## config.mk

```make
export PLATFORM = sky130hd
export DESIGN_NAME = output_logic
export DESIGN_NICKNAME = d
export VERILOG_FILES = /design/src/rtl/output_logic.sv
export SDC_FILE = /design/constraint.sdc
export NUM_CORES = 1
export LEC_CHECK = 0
export ABC_AREA = 1
export ABC_CLOCK_PERIOD_IN_PS = 4290
export CORE_ASPECT_RATIO = 0.5
export CORE_MARGIN = 10
export CORE_UTILIZATION = 50
export CTS_BUF_LIST = sky130_fd_sc_hd__clkbuf_4 sky130_fd_sc_hd__clkbuf_8
export CTS_CLUSTER_DIAMETER = 100
export CTS_CLUSTER_SIZE = 12
export DETAILED_ROUTE_END_ITERATION = 16
export PLACE_DENSITY_LB_ADDON = 0.08
export SYNTH_ARGS = -nofsm -noshare
export SYNTH_HDL_FRONTEND = slang
export SYNTH_SLANG_ARGS = --single-unit
export TNS_END_PERCENT = 20
```

## constraint.sdc

```tcl
create_clock -name clk -period 4.29 [get_ports clk]
set_input_delay 0.858 -clock clk [delete_from_list [all_inputs] [get_ports clk]]
set_output_delay 0.858 -clock clk [all_outputs]
set_load 0.05 [all_outputs]
```

## src/rtl/output_logic.sv

```systemverilog
// Output-side packet drain: one independent FSM per channel pops a committed packet
// from its FIFO byte by byte and forwards header, payload and optional CRC on req/ack.
module output_logic #(
  parameter int DATA_WIDTH = 8,
  parameter int DATA_SIZE  = 6
) (
  input  logic                    clk,
  input  logic                    rst_n,
  input  logic [2:0]              fifo_pkt_avail,
  input  logic [2:0]              fifo_empty,
  input  logic [3*DATA_WIDTH-1:0] fifo_data_out,
  output logic [2:0]              fifo_pop,
  input  logic                    crc_en,
  output logic [3*DATA_WIDTH-1:0] data_out,
  output logic [2:0]              data_out_req,
  input  logic [2:0]              data_out_ack,
  output logic [2:0]              busy
);

  typedef enum logic [2:0] {
    ST_IDLE  = 3'd0,
    ST_FETCH = 3'd1,
    ST_LOAD  = 3'd2,
    ST_SEND  = 3'd3,
    ST_WAIT  = 3'd4
  } state_e;

  // Handshake: a byte transfers on a rising edge where req=1 and ack=1; until then
  // req stays high and data is held stable. ack while req=0 is ignored.
  for (genvar ch = 0; ch < 3; ch++) begin : g_ch
    state_e                state_q, state_d;
    logic [DATA_WIDTH-1:0] data_q, data_d;
    logic                  req_q, req_d;
    logic [DATA_SIZE:0]    rem_q, rem_d;
    logic                  hdr_q, hdr_d;
    logic                  crc_l_q, crc_l_d;

    always_ff @(posedge clk) begin
      if (!rst_n) begin
        state_q <= ST_IDLE;
        data_q  <= '0;
        req_q   <= 1'b0;
        rem_q   <= '0;
        hdr_q   <= 1'b0;
        crc_l_q <= 1'b0;
      end else begin
        state_q <= state_d;
        data_q  <= data_d;
        req_q   <= req_d;
        rem_q   <= rem_d;
        hdr_q   <= hdr_d;
        crc_l_q <= crc_l_d;
      end
    end

    always_comb begin
      state_d = state_q;
      data_d  = data_q;
      rem_d   = rem_q;
      hdr_d   = hdr_q;
      crc_l_d = crc_l_q;
      case (state_q)
        ST_IDLE: begin
          if (fifo_pkt_avail[ch]) begin
            state_d = ST_FETCH;
            crc_l_d = crc_en;
            hdr_d   = 1'b1;
          end
        end
        ST_FETCH: state_d = ST_LOAD;
        ST_LOAD: begin
          data_d  = fifo_data_out[ch*DATA_WIDTH +: DATA_WIDTH];
          state_d = ST_SEND;
          // The first byte of a packet is its header: remaining = length (+ CRC byte).
          if (hdr_q) begin
            rem_d = {1'b0, fifo_data_out[ch*DATA_WIDTH +: DATA_SIZE]}
                  + {{DATA_SIZE{1'b0}}, crc_l_q};
            hdr_d = 1'b0;
          end
        end
        ST_SEND: begin
          if (data_out_ack[ch]) begin
            if (rem_q == '0) begin
              state_d = ST_IDLE;
            end else begin
              rem_d   = rem_q - 1'b1;
              state_d = fifo_empty[ch] ? ST_WAIT : ST_FETCH;
            end
          end
        end
        ST_WAIT: begin
          if (!fifo_empty[ch]) state_d = ST_FETCH;
        end
        default: state_d = ST_IDLE;
      endcase
      req_d = (state_d == ST_SEND);
    end

    assign fifo_pop[ch]                            = (state_q == ST_FETCH);
    assign busy[ch]                                = (state_q != ST_IDLE);
    assign data_out_req[ch]                        = req_q;
    assign data_out[ch*DATA_WIDTH +: DATA_WIDTH]   = data_q;
  end

endmodule

```

==> flow_metrics.env <==
export IMPL_cts_buffers=9
export IMPL_core_area_sq_um=6210
export IMPL_required_ns=3.43
export IMPL_switching_share_pct=34.2
export IMPL_routabilityCongestion=0.863
export IMPL_drc=0
export IMPL_rsz0062_at_grt="false"
export IMPL_area_sequential_sq_um=1260
export IMPL_synth_most_common_cell="nand2_1"
export IMPL_p_seq_share_pct=40.3
export IMPL_yosysUniqueCellTypes=34
export IMPL_cts_resized=0
export IMPL_fin_crit_sh_pct=64.6
export IMPL_setup_tns_ns=0
export IMPL_totalWireLength_um=8160
export IMPL_viasPerCell=5.00
export IMPL_drive_above_1_share_pct=7.08
export IMPL_p_sw_uw=572
export IMPL_clockBufferDepth=2
export IMPL_postCtsSetupBuffers=0
export IMPL_synth_ff_type="dfxtp_1"
export IMPL_rows=20
export IMPL_ys_seq_area_share_pct=38.4
export IMPL_finalMaxSlewViolations=0
export IMPL_cts_hold_buf=0
export IMPL_status="finished clean"
export IMPL_syn_inst=478
export IMPL_tritoncts="built"
export IMPL_avgSynthCellArea_sq_um=6.86
export IMPL_antenna_found_initial=0
export IMPL_fill_cells=562
export IMPL_first_global_vias=2982
export IMPL_ys_async_sr_fraction_pct=0
export IMPL_synth_seq_cells=63
export IMPL_fin_crit_ns=2.77
export IMPL_netlist_area_sq_um=3280
export IMPL_cap_violations=0
export IMPL_grt_overflow=0
export IMPL_final_nets=593
export IMPL_multi_input_area_sq_um=1770
export IMPL_worstSetupPathType="flip-flop to primary output"
export IMPL_drtAntennaViolNets=0
export IMPL_die_area_sq_um=10400
export IMPL_ys_warn_count=0
export IMPL_cp_end_kind="primary output"
export IMPL_cts_root_buffer="clkbuf_8"
export IMPL_synth_edf_count=0
export IMPL_ios=69
export IMPL_fin_skew_ns=0.00687
export IMPL_dp_hpwl_um=6120
export IMPL_grt_pass1_wl_um=13700
export IMPL_power_internal_uw=1100
export IMPL_antenna_cells=0
export IMPL_cp_max_fo=6
export IMPL_grt_max_degree=42
export IMPL_wl_per_cell_um=12.8
export IMPL_synth_largest_area_cell="dfxtp_1"
export IMPL_drt_pass1_iter_count=4
export IMPL_synth_net_count=524
export IMPL_clkPwrFrac_pct=31.1
export IMPL_min_path_type="flip-flop to flip-flop"
export IMPL_cp_start_kind="flip-flop"
export IMPL_yosys_area_top_type_share_pct=38.4
export IMPL_dp_cells=624
export IMPL_die_h_um=77.3
export IMPL_leakage_uw=0.00182
export IMPL_yosys_top_cells_area="dfxtp_1 (38%), nand2_1 (11%), nor2_1 (9.2%)"
export IMPL_clk_pin_slew_ns=0.06
export IMPL_insertion_delay_ns=0.35
export IMPL_finalSetupViolCount=0
export IMPL_slew_headroom_pct=51.2
export IMPL_start_util_pct=52.9
export IMPL_tightest_slew_ns=0.729
export IMPL_grtUsageTotal_pct=15.9
export IMPL_portBuffers=68
export IMPL_via_count=3192
export IMPL_drt_iter0_drc=157
export IMPL_powerDensity_nw_per_um2=396
export IMPL_power_frac_comb_pct=28.6
export IMPL_final_hold_viol_count=0
export IMPL_ys_top_cells_by_count="nand2_1 (96), nor2_1 (80), dfxtp_1 (63)"
export IMPL_peakVddDrop_uv=200
export IMPL_die_w_um=135
export IMPL_clock_sinks=63
export IMPL_timing_fmax_ghz=0.361
export IMPL_syn_to_final_growth_pct=28.6
export IMPL_final_cells=639
export IMPL_htreeDepth=3
export IMPL_cp_arrival_ns=1.91
==> sequential cells by signal, indices dropped and copies added (netlist names) <==
| register | flops |
|---|---|
| g_ch.data_q | 24 |
| g_ch.rem_q | 21 |
| g_ch.state_q | 9 |
| g_ch.crc_l_q | 3 |
| g_ch.hdr_q | 3 |
| g_ch.req_q | 3 |
==> critical path, stage by stage (launching register included) <==
cell             delay, ns
dfxtp_1               0.44
inv_1                 0.09
nor3_1                0.18
clkdlybuf4s50_1       0.85
==> kinds of logic (layout without fill, tap and decap cells) <==
group / Yosys count / after routing / share of synthesized area, %
xor gates and xnor gates: 11 / 11 / 2.94
and+or+nand+nor: 243 / 243 / 32.8
DFF: 63 / 63 / 38.4
adders and majority gates: 10 / 10 / 3.81
AOI/OAI and AO/OA: 89 / 89 / 14.3
buffers and inverters: 62 / 135 / 7.70
==> worst paths after layout <==
path                           start               to  slack [ns]  cells past startpoint
hold / removal       g_ch[0].crc_l_q  g_ch[0].crc_l_q        0.47                      2
setup / recovery  g_ch[1].state_q[0]      fifo_pop[1]        1.52                      3
setup reg to reg  g_ch[0].state_q[1]    g_ch[0].req_q        2.40                      6
hold reg to reg      g_ch[0].crc_l_q  g_ch[0].crc_l_q        0.47                      2
==> placed cells by master, fill, tap and decap left out, types with 2 or more instances in the layout <==
cell / synthesis / final
a21oi_1: 27 / 27
a21oi_2: 2 / 2
a31oi_1: 4 / 4
clkbuf_8: 0 / 11
clkdlybuf4s50_1: 0 / 68
clkinv_2: 2 / 5
dfxtp_1: 63 / 63
ha_1: 10 / 10
inv_1: 42 / 42
inv_2: 5 / 5
nand2_1: 96 / 96
nand2_2: 3 / 3
nand2_4: 2 / 2
nand3_1: 39 / 39
nand3_2: 3 / 3
nand3_4: 2 / 2
nand3b_1: 3 / 3
nand4_1: 6 / 6
nor2_1: 80 / 80
nor3_1: 6 / 6
o21ai_0: 50 / 50
o21ai_1: 3 / 3
xnor2_1: 4 / 4
xor2_1: 7 / 7
==> layout make-up <==
class	count	area share, %
tap	88	2.61
multi-input combinational	353	41.9
timing repair buffer	69	16.3
clock inverter	4	1.07
sequential	63	29.9
inverter	51	4.66
clock buffer	11	3.59
==> layer usage <==
| metal | share of wire (%) | track usage (%) |
|---|---|---|
| met4 | 1.4 | 5.40 |
| met3 | 4.1 | 5.85 |
| met5 | 0 | 0 |
| met1 | 46 | 18.2 |
| met2 | 48 | 26.9 |
==> power by group through the flow <==
stage	combinational [uW]	clock (uW)	sequential, uW
2_1_floorplan	239	0	767
3_3_place_gp	476	0	685
3_5_place_dp	480	0	686
4_1_cts	482	535	674
5_1_grt	527	558	680
6_report	478	520	673
==> stage by stage <==
step | total power (uW) | setup WS, ns | hold WS (ns) | area (sq um) | utilization [%]
floorplan | 1010 | 1.91 | 0.427 | 3280 | -
global placement | 1160 | 1.90 | 0.455 | 4020 | 64.8
detailed placement | 1170 | 1.87 | 0.454 | 4020 | 64.8
CTS | 1690 | 1.51 | 0.465 | 4220 | 68.0
global route | 1760 | 1.36 | 0.500 | 4220 | 68.0
finish | 1670 | 1.52 | 0.466 | 4220 | 68.0
Power figures use the tool's default switching activity.
